===== config.mk =====
export PLATFORM = sky130hd
export DESIGN_NAME = axi_dma_cmd_arbiter
export DESIGN_NICKNAME = d
export VERILOG_FILES = /design/src/rtl/axi_dma_cmd_arbiter.sv
export SDC_FILE = /design/constraint.sdc
export NUM_CORES = 1
export LEC_CHECK = 0
export CAP_MARGIN = 40
export CORE_AREA = 8 8 197 199
export CTS_BUF_LIST = sky130_fd_sc_hd__clkbuf_8
export DETAILED_ROUTE_END_ITERATION = 12
export DIE_AREA = 0 0 205 207
export HOLD_SLACK_MARGIN = 0.03
export PLACE_DENSITY = 0.64
export SLEW_MARGIN = 0
export SYNTH_ARGS = -nofsm -noshare
export SYNTH_HDL_FRONTEND = slang
export SYNTH_SLANG_ARGS = --single-unit

===== constraint.sdc =====
create_clock -name clk -period 4.19 [get_ports clk]
set_input_delay 0.6285 -clock clk [delete_from_list [all_inputs] [get_ports clk]]
set_output_delay 0.6285 -clock clk [all_outputs]
set_load 0.01 [all_outputs]

===== src/rtl/axi_dma_cmd_arbiter.sv =====
// axi_dma_cmd_arbiter
// Round-robin arbiter sharing the DMA core command port among REQ_COUNT
// requesters. The winning command is captured in a one-entry registered slot,
// tagged with the index of the requester that issued it. Zero-length commands
// are accepted and dropped, reported by a one-cycle zero_len_drop pulse.

module axi_dma_cmd_arbiter #(
  parameter  int ADDR_WD   = 32,
  parameter  int LEN_WD    = 32,
  parameter  int REQ_COUNT = 4,
  localparam int ID_WD     = $clog2(REQ_COUNT)
) (
  input  logic                         clk,
  input  logic                         rst,
  input  logic [REQ_COUNT-1:0]         req_mask,
  input  logic [REQ_COUNT-1:0]         req_valid,
  output logic [REQ_COUNT-1:0]         req_ready,
  input  logic [REQ_COUNT*ADDR_WD-1:0] req_src_addr,
  input  logic [REQ_COUNT*ADDR_WD-1:0] req_dst_addr,
  input  logic [REQ_COUNT*2-1:0]       req_burst,
  input  logic [REQ_COUNT*LEN_WD-1:0]  req_len,
  input  logic [REQ_COUNT*3-1:0]       req_size,
  output logic                         cmd_valid,
  input  logic                         cmd_ready,
  output logic [ADDR_WD-1:0]           cmd_src_addr,
  output logic [ADDR_WD-1:0]           cmd_dst_addr,
  output logic [1:0]                   cmd_burst,
  output logic [LEN_WD-1:0]            cmd_len,
  output logic [2:0]                   cmd_size,
  output logic [ID_WD-1:0]             cmd_id,
  output logic                         zero_len_drop
);

  // Per-requester views of the packed payload buses.
  logic [ADDR_WD-1:0] src_arr   [REQ_COUNT];
  logic [ADDR_WD-1:0] dst_arr   [REQ_COUNT];
  logic [1:0]         burst_arr [REQ_COUNT];
  logic [LEN_WD-1:0]  len_arr   [REQ_COUNT];
  logic [2:0]         size_arr  [REQ_COUNT];

  // Slot and arbitration state.
  logic               cmd_valid_q,  cmd_valid_d;
  logic [ADDR_WD-1:0] src_q,        src_d;
  logic [ADDR_WD-1:0] dst_q,        dst_d;
  logic [1:0]         burst_q,      burst_d;
  logic [LEN_WD-1:0]  len_q,        len_d;
  logic [2:0]         size_q,       size_d;
  logic [ID_WD-1:0]   id_q,         id_d;
  logic [ID_WD-1:0]   last_grant_q, last_grant_d;
  logic               drop_q,       drop_d;

  logic [REQ_COUNT-1:0] eligible;
  logic                 load_en;
  logic                 grant_found;
  logic [ID_WD-1:0]     grant_idx;
  logic                 accept;

  // Split the packed request buses into per-requester fields.
  always_comb begin
    for (int i = 0; i < REQ_COUNT; i++) begin
      src_arr[i]   = req_src_addr[i*ADDR_WD +: ADDR_WD];
      dst_arr[i]   = req_dst_addr[i*ADDR_WD +: ADDR_WD];
      burst_arr[i] = req_burst[i*2 +: 2];
      len_arr[i]   = req_len[i*LEN_WD +: LEN_WD];
      size_arr[i]  = req_size[i*3 +: 3];
    end
  end

  assign eligible = req_valid & req_mask;
  // The slot can take a new command when empty or being drained this cycle.
  assign load_en  = !cmd_valid_q || cmd_ready;

  // Round-robin search starting just after the last granted requester.
  always_comb begin
    int cand;
    // NOTE: every variable driven here gets a default first; a path that
    // leaves one unassigned would infer a latch.
    grant_found = 1'b0;
    grant_idx   = '0;
    cand        = 0;
    for (int k = 1; k <= REQ_COUNT; k++) begin
      cand = (int'(last_grant_q) + k) % REQ_COUNT;
      if (!grant_found && eligible[cand[ID_WD-1:0]]) begin
        grant_found = 1'b1;
        grant_idx   = cand[ID_WD-1:0];
      end
    end
  end

  // No handshake while reset is held: the slot could not capture it.
  assign accept = load_en && grant_found && !rst;

  // Next-state for the slot, the grant pointer and the ready vector.
  always_comb begin
    cmd_valid_d  = cmd_valid_q;
    src_d        = src_q;
    dst_d        = dst_q;
    burst_d      = burst_q;
    len_d        = len_q;
    size_d       = size_q;
    id_d         = id_q;
    last_grant_d = last_grant_q;
    drop_d       = 1'b0;
    req_ready    = '0;
    if (accept) begin
      req_ready[grant_idx] = 1'b1;
      last_grant_d         = grant_idx;
      if (len_arr[grant_idx] != '0) begin
        cmd_valid_d = 1'b1;
        src_d       = src_arr[grant_idx];
        dst_d       = dst_arr[grant_idx];
        burst_d     = burst_arr[grant_idx];
        len_d       = len_arr[grant_idx];
        size_d      = size_arr[grant_idx];
        id_d        = grant_idx;
      end else begin
        // Zero-length command is consumed without occupying the slot.
        cmd_valid_d = 1'b0;
        drop_d      = 1'b1;
      end
    end else if (load_en) begin
      cmd_valid_d = 1'b0;
    end
  end

  // State registers; reset empties the slot without any core handshake.
  always_ff @(posedge clk or posedge rst) begin
    // NOTE: the reset branch clears every register, including the payload,
    // so the outputs read as zero out of reset rather than X.
    if (rst) begin
      cmd_valid_q  <= 1'b0;
      src_q        <= '0;
      dst_q        <= '0;
      burst_q      <= '0;
      len_q        <= '0;
      size_q       <= '0;
      id_q         <= '0;
      last_grant_q <= ID_WD'(REQ_COUNT - 1);
      drop_q       <= 1'b0;
    end else begin
      // NOTE: non-blocking assignments keep every register sampling the
      // pre-edge values regardless of statement order.
      cmd_valid_q  <= cmd_valid_d;
      src_q        <= src_d;
      dst_q        <= dst_d;
      burst_q      <= burst_d;
      len_q        <= len_d;
      size_q       <= size_d;
      id_q         <= id_d;
      last_grant_q <= last_grant_d;
      drop_q       <= drop_d;
    end
  end

  assign cmd_valid     = cmd_valid_q;
  assign cmd_src_addr  = src_q;
  assign cmd_dst_addr  = dst_q;
  assign cmd_burst     = burst_q;
  assign cmd_len       = len_q;
  assign cmd_size      = size_q;
  assign cmd_id        = id_q;
  assign zero_len_drop = drop_q;

endmodule


==> reports/qor.log <==
INFO  power_and_ir_drop switchingPower=2.14mW
INFO  timing         worst_slew_pin_slew=0.858ns
INFO  global_routing wire_length_of_the_first_global_routing_pass=50,900um
INFO  power_and_ir_drop pwr_density_cell=438nW/um^2
INFO  global_routing grt_use_met1=0.173
INFO  clock_tree     ctsLongestPathBuffers=2
INFO  clock_tree     post_cts_buffers=0
INFO  worst_setup_path worst_path_dominant_cell_family=buffers and inverters
INFO  synth          synth-main-ff-cell=dfrtp_1
INFO  synth          yosysUniqueCellTypes=36
INFO  power_and_ir_drop switching_share=0.356
INFO  layout         multi_input_area=4740squm
INFO  timing         clock.fmax=0.274GHz
INFO  placed_design  dp_hpwl=29,000um
INFO  worst_setup_path critical_path_endpoint_category=output pin
INFO  worst_setup_path path_max_fanout=3
INFO  die            dieArea=42,400squm
INFO  layout         layout.core_utilization=0.381
INFO  placed_design  gpl.final_weighted_congestion=0.910
INFO  placed_design  dp.cells=1,608
INFO  timing         finalCritPeriodShare=0.872
INFO  synth          synth.top_cell.area_share=0.395
INFO  synth          ys_ff_latch=107
INFO  worst_setup_path critPathMaxStageDelay=0.58ns
INFO  layout         nNetsFinal=1,566
INFO  synth          ys_top_cells_by_area=mux2i_1 (40%), dfrtp_1 (34%), mux2_1 (15%)
INFO  drt            detailedRoute.firstPassIterationCount=4
INFO  layout         area_delta_synth_final=77.6%
INFO  worst_setup_path crit_path_cell_trace=clkdlybuf4s50_1, nand2_1, nand2_1, o21ai_0, nor2_1, and2_1, clkdlybuf4s50_1
INFO  die            start_util=0.214
INFO  power_and_ir_drop cellLeakagePower=6.11nW
INFO  worst_setup_path path_buf_inv=2
INFO  drt            dr_total_vias=7,218
INFO  synth          seq_area_frac_synth=0.348
INFO  run            maxCapViolations=0
INFO  drt            drt-total-wl=34,700um
INFO  clock_tree     worst_setup_hold_path_clk_slew=0.10ns
INFO  timing         tns=0ns
INFO  worst_setup_path path_class=input pin to output pin
INFO  global_routing grt_util_met3=0.0556
INFO  timing         timing_max_transition_violations_final=0
INFO  synth          synth_commonest_cells=mux2i_1 (304), dfrtp_1 (105), mux2_1 (101), nor4_1 (32), buf_2 (18)
INFO  clock_tree     cts_root_buffer=clkbuf_8
INFO  global_routing grt_util_all_layers=0.158
INFO  worst_setup_path arrival=3.03ns
INFO  timing         final.setup.worst_slack=0.536ns
INFO  synth          mappedNetlistNets=1,060
INFO  layout         fillers=3,641
INFO  drt            drt_drc_violations_left=0
INFO  placed_design  instance_area_after_placement=13,500squm
INFO  timing         timing.max_slew.rel_slack=0.428
INFO  die            io_pins=524
INFO  global_routing antenna_violations_before_repair=0
INFO  hold_path      min-delay-path-class=register to register
INFO  die            coreArea=35,900squm
INFO  power_and_ir_drop cell_internal_pwr=3.86mW
INFO  synth          netlist_instances=645
INFO  worst_setup_path critical-path-slowest-cell=o21ai_0
INFO  layout         ff_latch_area=2680squm
INFO  synth          synth_async_sr_flop_share=1.00
INFO  layout         post_route_cells_drive_above_1_share=0.0338
INFO  clock_tree     cts.htree.levels=3
INFO  worst_setup_path start_kind=input pin
INFO  timing         setup_skew=0.0172ns
INFO  layout         antenna_cells=0
INFO  drt            detail_route.wl_per_cell=21.4um
INFO  global_routing global_route.peak_usage_layer=met2
INFO  timing         setup-violations-final=0
INFO  clock_tree     hold_buffers=0
INFO  synth          synth-edff-count=0
INFO  worst_setup_path worst-endpoint-required=3.56ns
INFO  clock_tree     insertion_delay_of_the_later_clocked_pin_in_the_worst_skew_pair=0.40ns
INFO  timing         period_minus_slack=3.65ns
INFO  power_and_ir_drop design_power_total=5.99mW
INFO  placed_design  count_of_input_and_output_buffers=523
INFO  timing         finalHoldViolations=0
INFO  global_routing globalRouteMet2Util=0.280
INFO  placed_design  place_ws=0.535ns
INFO  global_routing number_of_global_route_vias_before_repair=8,120
INFO  power_and_ir_drop power_frac_clock=0.110
INFO  synth          synth_top_cell_by_area=mux2i_1
INFO  synth          post_synth_instance_area=7700squm
INFO  drt            drtIter0Drc=236
INFO  timing         timing.hold.ws=0.497ns
INFO  global_routing maximum_number_of_pins_on_one_net_before_global_route_repair=70
INFO  layout         final_cells=1,623
INFO  status         outcome=finished, final reports clean
INFO  synth          synthesis.area_per_instance=11.9squm
INFO  global_routing globalRoute.totalOverflow=0
INFO  synth          synth.yosys.warnings=0
INFO  drt            antenna_violating_nets_post_route=0
INFO  timing         grt_setup_unrepaired=false
INFO  die            die-width=205um
INFO  clock_tree     cts_made_buffers=9
INFO  drt            post_drt_via_cell_ratio=4.45
INFO  clock_tree     cts.sink_count=107
INFO  power_and_ir_drop power.share.sequential=0.306
INFO  layout         layout.cell_area.non_filler=13,700squm
INFO  power_and_ir_drop power.share.combinational=0.585
INFO  clock_tree     post_cts_sizing_count=0
INFO  die            die-height=207um
INFO  synth          synthMostInstantiatedCell=mux2i_1
INFO  die            num_rows=70
INFO  clock_tree     cts_tree=done
INFO  power_and_ir_drop irDropWorstVdd=0.170mV
==> routing by layer <==
metal | wire [um] | vias up
li1 | - | 3449
met1 | 13300 | 3426
met2 | 17600 | 313
met3 | 3010 | 30
met4 | 848 | 0
met5 | 0 | -
==> worst reg2reg max path, cell delays in order (launching register included) <==
cell      delay (ns)
dfstp_2         0.62
nand3b_1        0.13
a21oi_1         0.10
a221oi_4        0.38
buf_12          0.33
buf_12          0.46
mux2i_1         0.36
mux2i_1         0.13
mux2_1          0.33
==> placed cells by master, fill, tap and decap left out, types with 2 or more instances in the layout <==
master           Yosys  layout
dfrtp_1            105     105
clkdlybuf4s50_1      0     523
buf_4               13      11
inv_1                3       4
nor2_1               9       9
mux2i_1            304     304
dfstp_2              2       2
buf_12               0       6
a21oi_1              2       2
nand2_1              7       7
and2_1               3       3
nor4_1              32      32
nand4_1              8       8
clkinvlp_4           0       4
mux2_1             101     101
clkbuf_8             0       9
o21a_1               2       2
and3_1               2       2
mux2i_2              2       2
==> cell families after synthesis <==
group | share of synthesized area
mux | 0.547
flops | 0.348
simple gates | 0.0496
buf+inv | 0.0410
compound gates | 0.0146
==> flip-flops by register name, indices dropped and copies added, names as in the netlist <==
signal,flops
cmd_valid,1
zero_len_drop,1
cmd_dst_addr,32
cmd_src_addr,32
cmd_len,32
cmd_burst,2
cmd_size,3
cmd_id,2
last_grant_q,2
==> power by group through the flow <==
stage | clock network, mW | logic [mW] | registers, mW
2_1_floorplan | 0 | 1.40 | 2.07
3_3_place_gp | 0 | 3.56 | 1.84
3_5_place_dp | 0 | 3.57 | 1.86
4_1_cts | 0.713 | 3.59 | 1.84
5_1_grt | 0.746 | 3.75 | 1.92
6_report | 0.657 | 3.50 | 1.83
==> final cells by class <==
class	instances	area share
Tap cell	468	0.0428
Multi-Input combinational cell	489	0.347
Inverter	3	0.00110
Clock inverter	6	0.00439
Timing Repair Buffer	541	0.400
Sequential cell	107	0.196
Clock buffer	9	0.00906
==> path summary, 6_finish.rpt <==
path,cells after the start,start,slack (ns),end
max,7,req_valid[2],0.54,req_ready[1]
min,1,cmd_src_addr[20],0.50,cmd_src_addr[20]
max reg2reg,8,last_grant_q[1],1.25,cmd_len[11]
min reg2reg,1,cmd_src_addr[20],0.50,cmd_src_addr[20]
max in group asynchronous,5,rst,2.24,cmd_dst_addr[10]
min in group asynchronous,3,rst,0.86,cmd_dst_addr[23]
Power figures use the tool's default switching activity.
